==> src/rtl/spi_burst_ram.sv <==
// SPI slave-side single-port RAM with auto-incrementing writes and handshaked burst reads.
// Commands arrive as a 2-bit opcode plus payload word; bursts stream out under tx_valid/tx_ready.
module spi_burst_ram #(
  parameter int unsigned DATA_W = 8,
  parameter int unsigned ADDR_W = 8
) (
  input  logic              clk,
  input  logic              rst_n,
  input  logic [DATA_W+1:0] din,
  input  logic              rx_valid,
  input  logic              tx_ready,
  input  logic              drop_clr,
  output logic [DATA_W-1:0] dout,
  output logic              tx_valid,
  output logic              busy,
  output logic              cmd_drop
);

  localparam int unsigned Depth = 1 << ADDR_W;

  localparam logic [1:0] CmdSetWaddr = 2'b00;
  localparam logic [1:0] CmdWrite    = 2'b01;
  localparam logic [1:0] CmdSetRaddr = 2'b10;
  localparam logic [1:0] CmdBurst    = 2'b11;

  typedef enum logic [1:0] {StIdle, StFetch, StSend} state_e;

  state_e              state_q, state_d;
  logic [DATA_W-1:0]   dout_q, dout_d;
  logic                tx_valid_q, tx_valid_d;
  logic                cmd_drop_q, cmd_drop_d;
  logic [ADDR_W-1:0]   w_addr_q, w_addr_d;
  logic [ADDR_W-1:0]   r_addr_q, r_addr_d;
  logic [ADDR_W-1:0]   remaining_q, remaining_d;
  logic                mem_we;

  logic [DATA_W-1:0]   mem [Depth];
  logic [1:0]          cmd;
  logic [DATA_W-1:0]   payload;
  logic [DATA_W-1:0]   rd_data;

  assign cmd     = din[DATA_W+1:DATA_W];
  assign payload = din[DATA_W-1:0];
  assign rd_data = mem[r_addr_q];
  assign busy    = (state_q != StIdle);

  // RAM contents are deliberately left out of reset.
  always_ff @(posedge clk) begin
    if (mem_we) begin
      mem[w_addr_q] <= payload;
    end
  end

  always_comb begin
    state_d     = state_q;
    dout_d      = dout_q;
    tx_valid_d  = tx_valid_q;
    w_addr_d    = w_addr_q;
    r_addr_d    = r_addr_q;
    remaining_d = remaining_q;
    mem_we      = 1'b0;
    cmd_drop_d  = cmd_drop_q;

    // A drop in the same cycle as a clear keeps the flag set.
    if (drop_clr) begin
      cmd_drop_d = 1'b0;
    end
    if (rx_valid && busy) begin
      cmd_drop_d = 1'b1;
    end

    unique case (state_q)
      StIdle: begin
        if (rx_valid) begin
          unique case (cmd)
            CmdSetWaddr: w_addr_d = payload[ADDR_W-1:0];
            CmdWrite: begin
              mem_we   = 1'b1;
              w_addr_d = w_addr_q + 1'b1;
            end
            CmdSetRaddr: r_addr_d = payload[ADDR_W-1:0];
            CmdBurst: begin
              remaining_d = payload[ADDR_W-1:0];
              state_d     = StFetch;
            end
            default: ;
          endcase
        end
      end
      StFetch: begin
        dout_d     = rd_data;
        tx_valid_d = 1'b1;
        r_addr_d   = r_addr_q + 1'b1;
        state_d    = StSend;
      end
      StSend: begin
        if (tx_ready) begin
          if (remaining_q == '0) begin
            tx_valid_d = 1'b0;
            state_d    = StIdle;
          end else begin
            dout_d      = rd_data;
            r_addr_d    = r_addr_q + 1'b1;
            remaining_d = remaining_q - 1'b1;
          end
        end
      end
      default: state_d = StIdle;
    endcase
  end

  always_ff @(posedge clk) begin
    if (!rst_n) begin
      state_q     <= StIdle;
      dout_q      <= '0;
      tx_valid_q  <= 1'b0;
      cmd_drop_q  <= 1'b0;
      w_addr_q    <= '0;
      r_addr_q    <= '0;
      remaining_q <= '0;
    end else begin
      state_q     <= state_d;
      dout_q      <= dout_d;
      tx_valid_q  <= tx_valid_d;
      cmd_drop_q  <= cmd_drop_d;
      w_addr_q    <= w_addr_d;
      r_addr_q    <= r_addr_d;
      remaining_q <= remaining_d;
    end
  end

  assign dout     = dout_q;
  assign tx_valid = tx_valid_q;
  assign cmd_drop = cmd_drop_q;

endmodule

==> config.mk <==
export PLATFORM = sky130hd
export DESIGN_NAME = spi_burst_ram
export DESIGN_NICKNAME = d
export VERILOG_FILES = /design/src/rtl/spi_burst_ram.sv
export SDC_FILE = /design/constraint.sdc
export NUM_CORES = 2
export LEC_CHECK = 0
export CELL_PAD_IN_SITES_DETAIL_PLACEMENT = 0
export CELL_PAD_IN_SITES_GLOBAL_PLACEMENT = 1
export CORE_UTILIZATION = 45
export DETAILED_ROUTE_END_ITERATION = 10
export GPL_ROUTABILITY_DRIVEN = 0
export PLACE_DENSITY_LB_ADDON = 0.1
export SLEW_MARGIN = 20
export SYNTH_ARGS = -nofsm -noshare
export SYNTH_HDL_FRONTEND = slang
export SYNTH_SLANG_ARGS = --single-unit
==> constraint.sdc <==
create_clock -name clk -period 3.2 [get_ports clk]
set_input_delay 0.48 -clock clk [delete_from_list [all_inputs] [get_ports clk]]
set_output_delay 0.48 -clock clk [all_outputs]
set_load 0.03 [all_outputs]
==> impl_metrics.toml <==
[timing]
finalCritPeriodShare = 0.984
finalSetupViolations = 0
finClkSkew_ns = 0.0474
report.final.slew_viol_count = 0
period_minus_slack_ns = 3.15
rsz0062_at_grt = "no"
worstMarginPinSlew_ns = 0.959
timing.final.ws_setup_ns = 0.0506
max_slew_margin = 0.355
fin_hold_ws_ns = 0.0681
fmax_ghz = 0.318
finalHoldViolCount = 0

[drt]
drc_errors = 0
vias_per_cell = 6.04
drtIter0Drc = 4918
totalWireLength_um = 249000
vias = 44104
ant_nets = 0
wl_per_cell_um = 34.1
first_pass_iters = 6

[layout]
syn2layout_area_growth_pct = 18.0
fillCellCount = 14229
final_net_count = 4771
finalNonFillerCells = 7299
drive_gt1_frac = 0.297

[synthesis]
synthFlopType = "edfxtp_1"
synth_cells = 4107
ys_ff_latch = 2092
synth_nets = 4133
synth_enable_flop_cells = 2048
yosysUniqueCellTypes = 70
avgSynthCellArea_um2 = 19.9
syn_area_um2 = 81800
async_reset_ff_frac = 0
seq_area_frac_synth = 0.763
ys.warnings.count = 0

[power_and_ir_drop]
p_per_area_nw_per_um2 = 618
vdd_ir_drop_max_v = 0.000500
p_leak_uw = 0.0306

[die]
dieArea_um2 = 183000
fp.coreArea_um2 = 181000
dieHeight_um = 428
initial_utilization = 0.453
row_count = 156
die_x_um = 428
io_pins = 26

[setup_path]
arrival_ns = 3.96
cp-end-kind = "flip-flop"
start_kind = "flip-flop"
crit_path_max_fanout = 18
worstSetupPathType = "flip-flop to flip-flop"
cp.required_ns = 4.01

[place]
hpwl_um = 165000
numPortBuffers = 25
dpl.cell_count = 6885
pre_cts_ws_ns = -0.740

[clock_tree]
clk_pin_slew_ns = 0.06
clockBufferDepth = 3
cts_tree = "yes"
clock_latency_ns = 0.87
clock-sinks = 2092
clockRootBuffer = "clkbuf_16"
htreeDepth = 4
cts_buffers = 213

[hold_path]
min_path_type = "primary input to flip-flop"

[grt]
grtUsageTotal = 0.272
grt_pass1_vias = 43808
grt-ovfl-total = 0
grt_pass1_wl_um = 349000
grt_antenna_before_repair = 7
grt_max_degree = 114

[run]
drv_cap = 0

[run_status]
status = "finished clean"
worst paths after layout:
path                            depth (start not counted)  slack, ns            from             end
worst min register to register                          2       0.50  remaining_q[3]  remaining_q[3]
worst max-delay path                                   12       0.05       flip-flop         dout[1]
worst min-delay path                                    1       0.07          din[6]      mem[49][6]
worst max register to register                         12       0.05       flip-flop         dout[1]
routing by layer:
layer | wire, um | part of all wire | track usage
met5 | 37 | 0.00015 | 0
met4 | 7290 | 0.029 | 0.0814
met3 | 18000 | 0.072 | 0.0454
met2 | 120000 | 0.48 | 0.434
met1 | 104000 | 0.42 | 0.386
sequential cells by signal, summed over array words and instances, names as in the netlist, named ones only:
| name | flops |
|---|---|
| cmd_drop | 1 |
| tx_valid | 1 |
| r_addr_q | 8 |
| w_addr_q | 8 |
| remaining_q | 8 |
| mem | 2048 |
| state_q | 2 |
| dout | 8 |
logic make-up after synthesis:
| kind of cell | count (synthesis) | synth area share |
|---|---|---|
| fa+ha+maj | 11 | 0.00168 |
| buf+inv | 272 | 0.0180 |
| flops | 2092 | 0.763 |
| mux | 641 | 0.146 |
| simple gates | 639 | 0.0338 |
| compound gates | 452 | 0.0378 |
Yosys cell counts, types with 12 or more instances:
library cell	number	area (um2)
o22ai_1	74	463
nand3_1	57	285
o21ai_0	41	205
a22oi_1	71	533
mux4_2	442	9950
nor2_1	330	1240
buf_4	30	225
a31oi_1	24	150
o221a_2	12	135
mux2i_1	192	1920
inv_1	19	71.3
nand2_1	141	529
buf_2	50	250
dfxtp_1	44	881
buf_1	18	67.6
a211oi_1	23	173
edfxtp_1	2048	61500
nor3_1	26	130
a21oi_1	91	455
o221ai_1	35	307
clkbuf_1	117	439
nor2b_1	14	87.6
buf_6	31	349
nand4_1	14	87.6
layout make-up:
class | count | area (um2) | area share
antenna | 3 | 7.51 | 0.0000777
clock buffer | 271 | 5590 | 0.0579
clock inverter | 125 | 1250 | 0.0130
inverter | 22 | 90.1 | 0.000933
multi-input combinational | 1743 | 18100 | 0.187
sequential | 2092 | 62400 | 0.646
tap | 2370 | 2970 | 0.0307
timing repair buffer | 673 | 6160 | 0.0638
per-stage QoR:
| step | util | TNS [ns] | total power, uW | area [um2] |
|---|---|---|---|---|
| finish | 0.534 | 0 | 59600 | 96600 |
| floorplan | - | 0 | 33000 | 81800 |
| CTS | 0.533 | -0.0499 | 60000 | 96400 |
| global placement | 0.495 | -1.18 | 35500 | 89400 |
| global route | 0.534 | 0 | 61200 | 96600 |
| detailed placement | 0.495 | -1.13 | 35500 | 89400 |
repair_timing:
item	CTS	global route
gates cloned	0	1
pin swaps	2	3
resized for setup	15	13
buffers inserted	6	8
hold buffers	0	0
endpoints found under the setup margin	6	5
report_power, final:
group	internal (uW)	switching (uW)
combinational	1850	2910
clock	14000	10700
sequential	30100	123
worst max-delay path: stages (launching register included):
cell and delay [ns]:
dfxtp_4 0.42, buf_12 0.13, buf_12 0.17, buf_12 0.17
buf_12 0.19, mux2i_1 0.11, a22oi_1 0.21, o21ai_1 0.19
a2111oi_2 0.34, buf_4 0.20, nand4_1 0.48, nor3_2 0.29
a211o_1 0.12
placed cells by master, fill, tap and decap left out, types with 41 or more instances in the layout:
cell type | synthesis | layout
o21ai_0 | 41 | 41
mux4_2 | 442 | 442
buf_4 | 30 | 570
nand3_1 | 57 | 54
nor2_1 | 330 | 327
clkinv_1 | 2 | 41
a22oi_1 | 71 | 70
nand2_1 | 141 | 140
edfxtp_1 | 2048 | 2048
o22ai_1 | 74 | 74
mux2i_1 | 192 | 190
clkbuf_1 | 117 | 56
clkinv_2 | 0 | 44
buf_12 | 1 | 72
clkbuf_16 | 0 | 216
a21oi_1 | 91 | 91
Note: power is estimated with default switching activity, not from simulation.
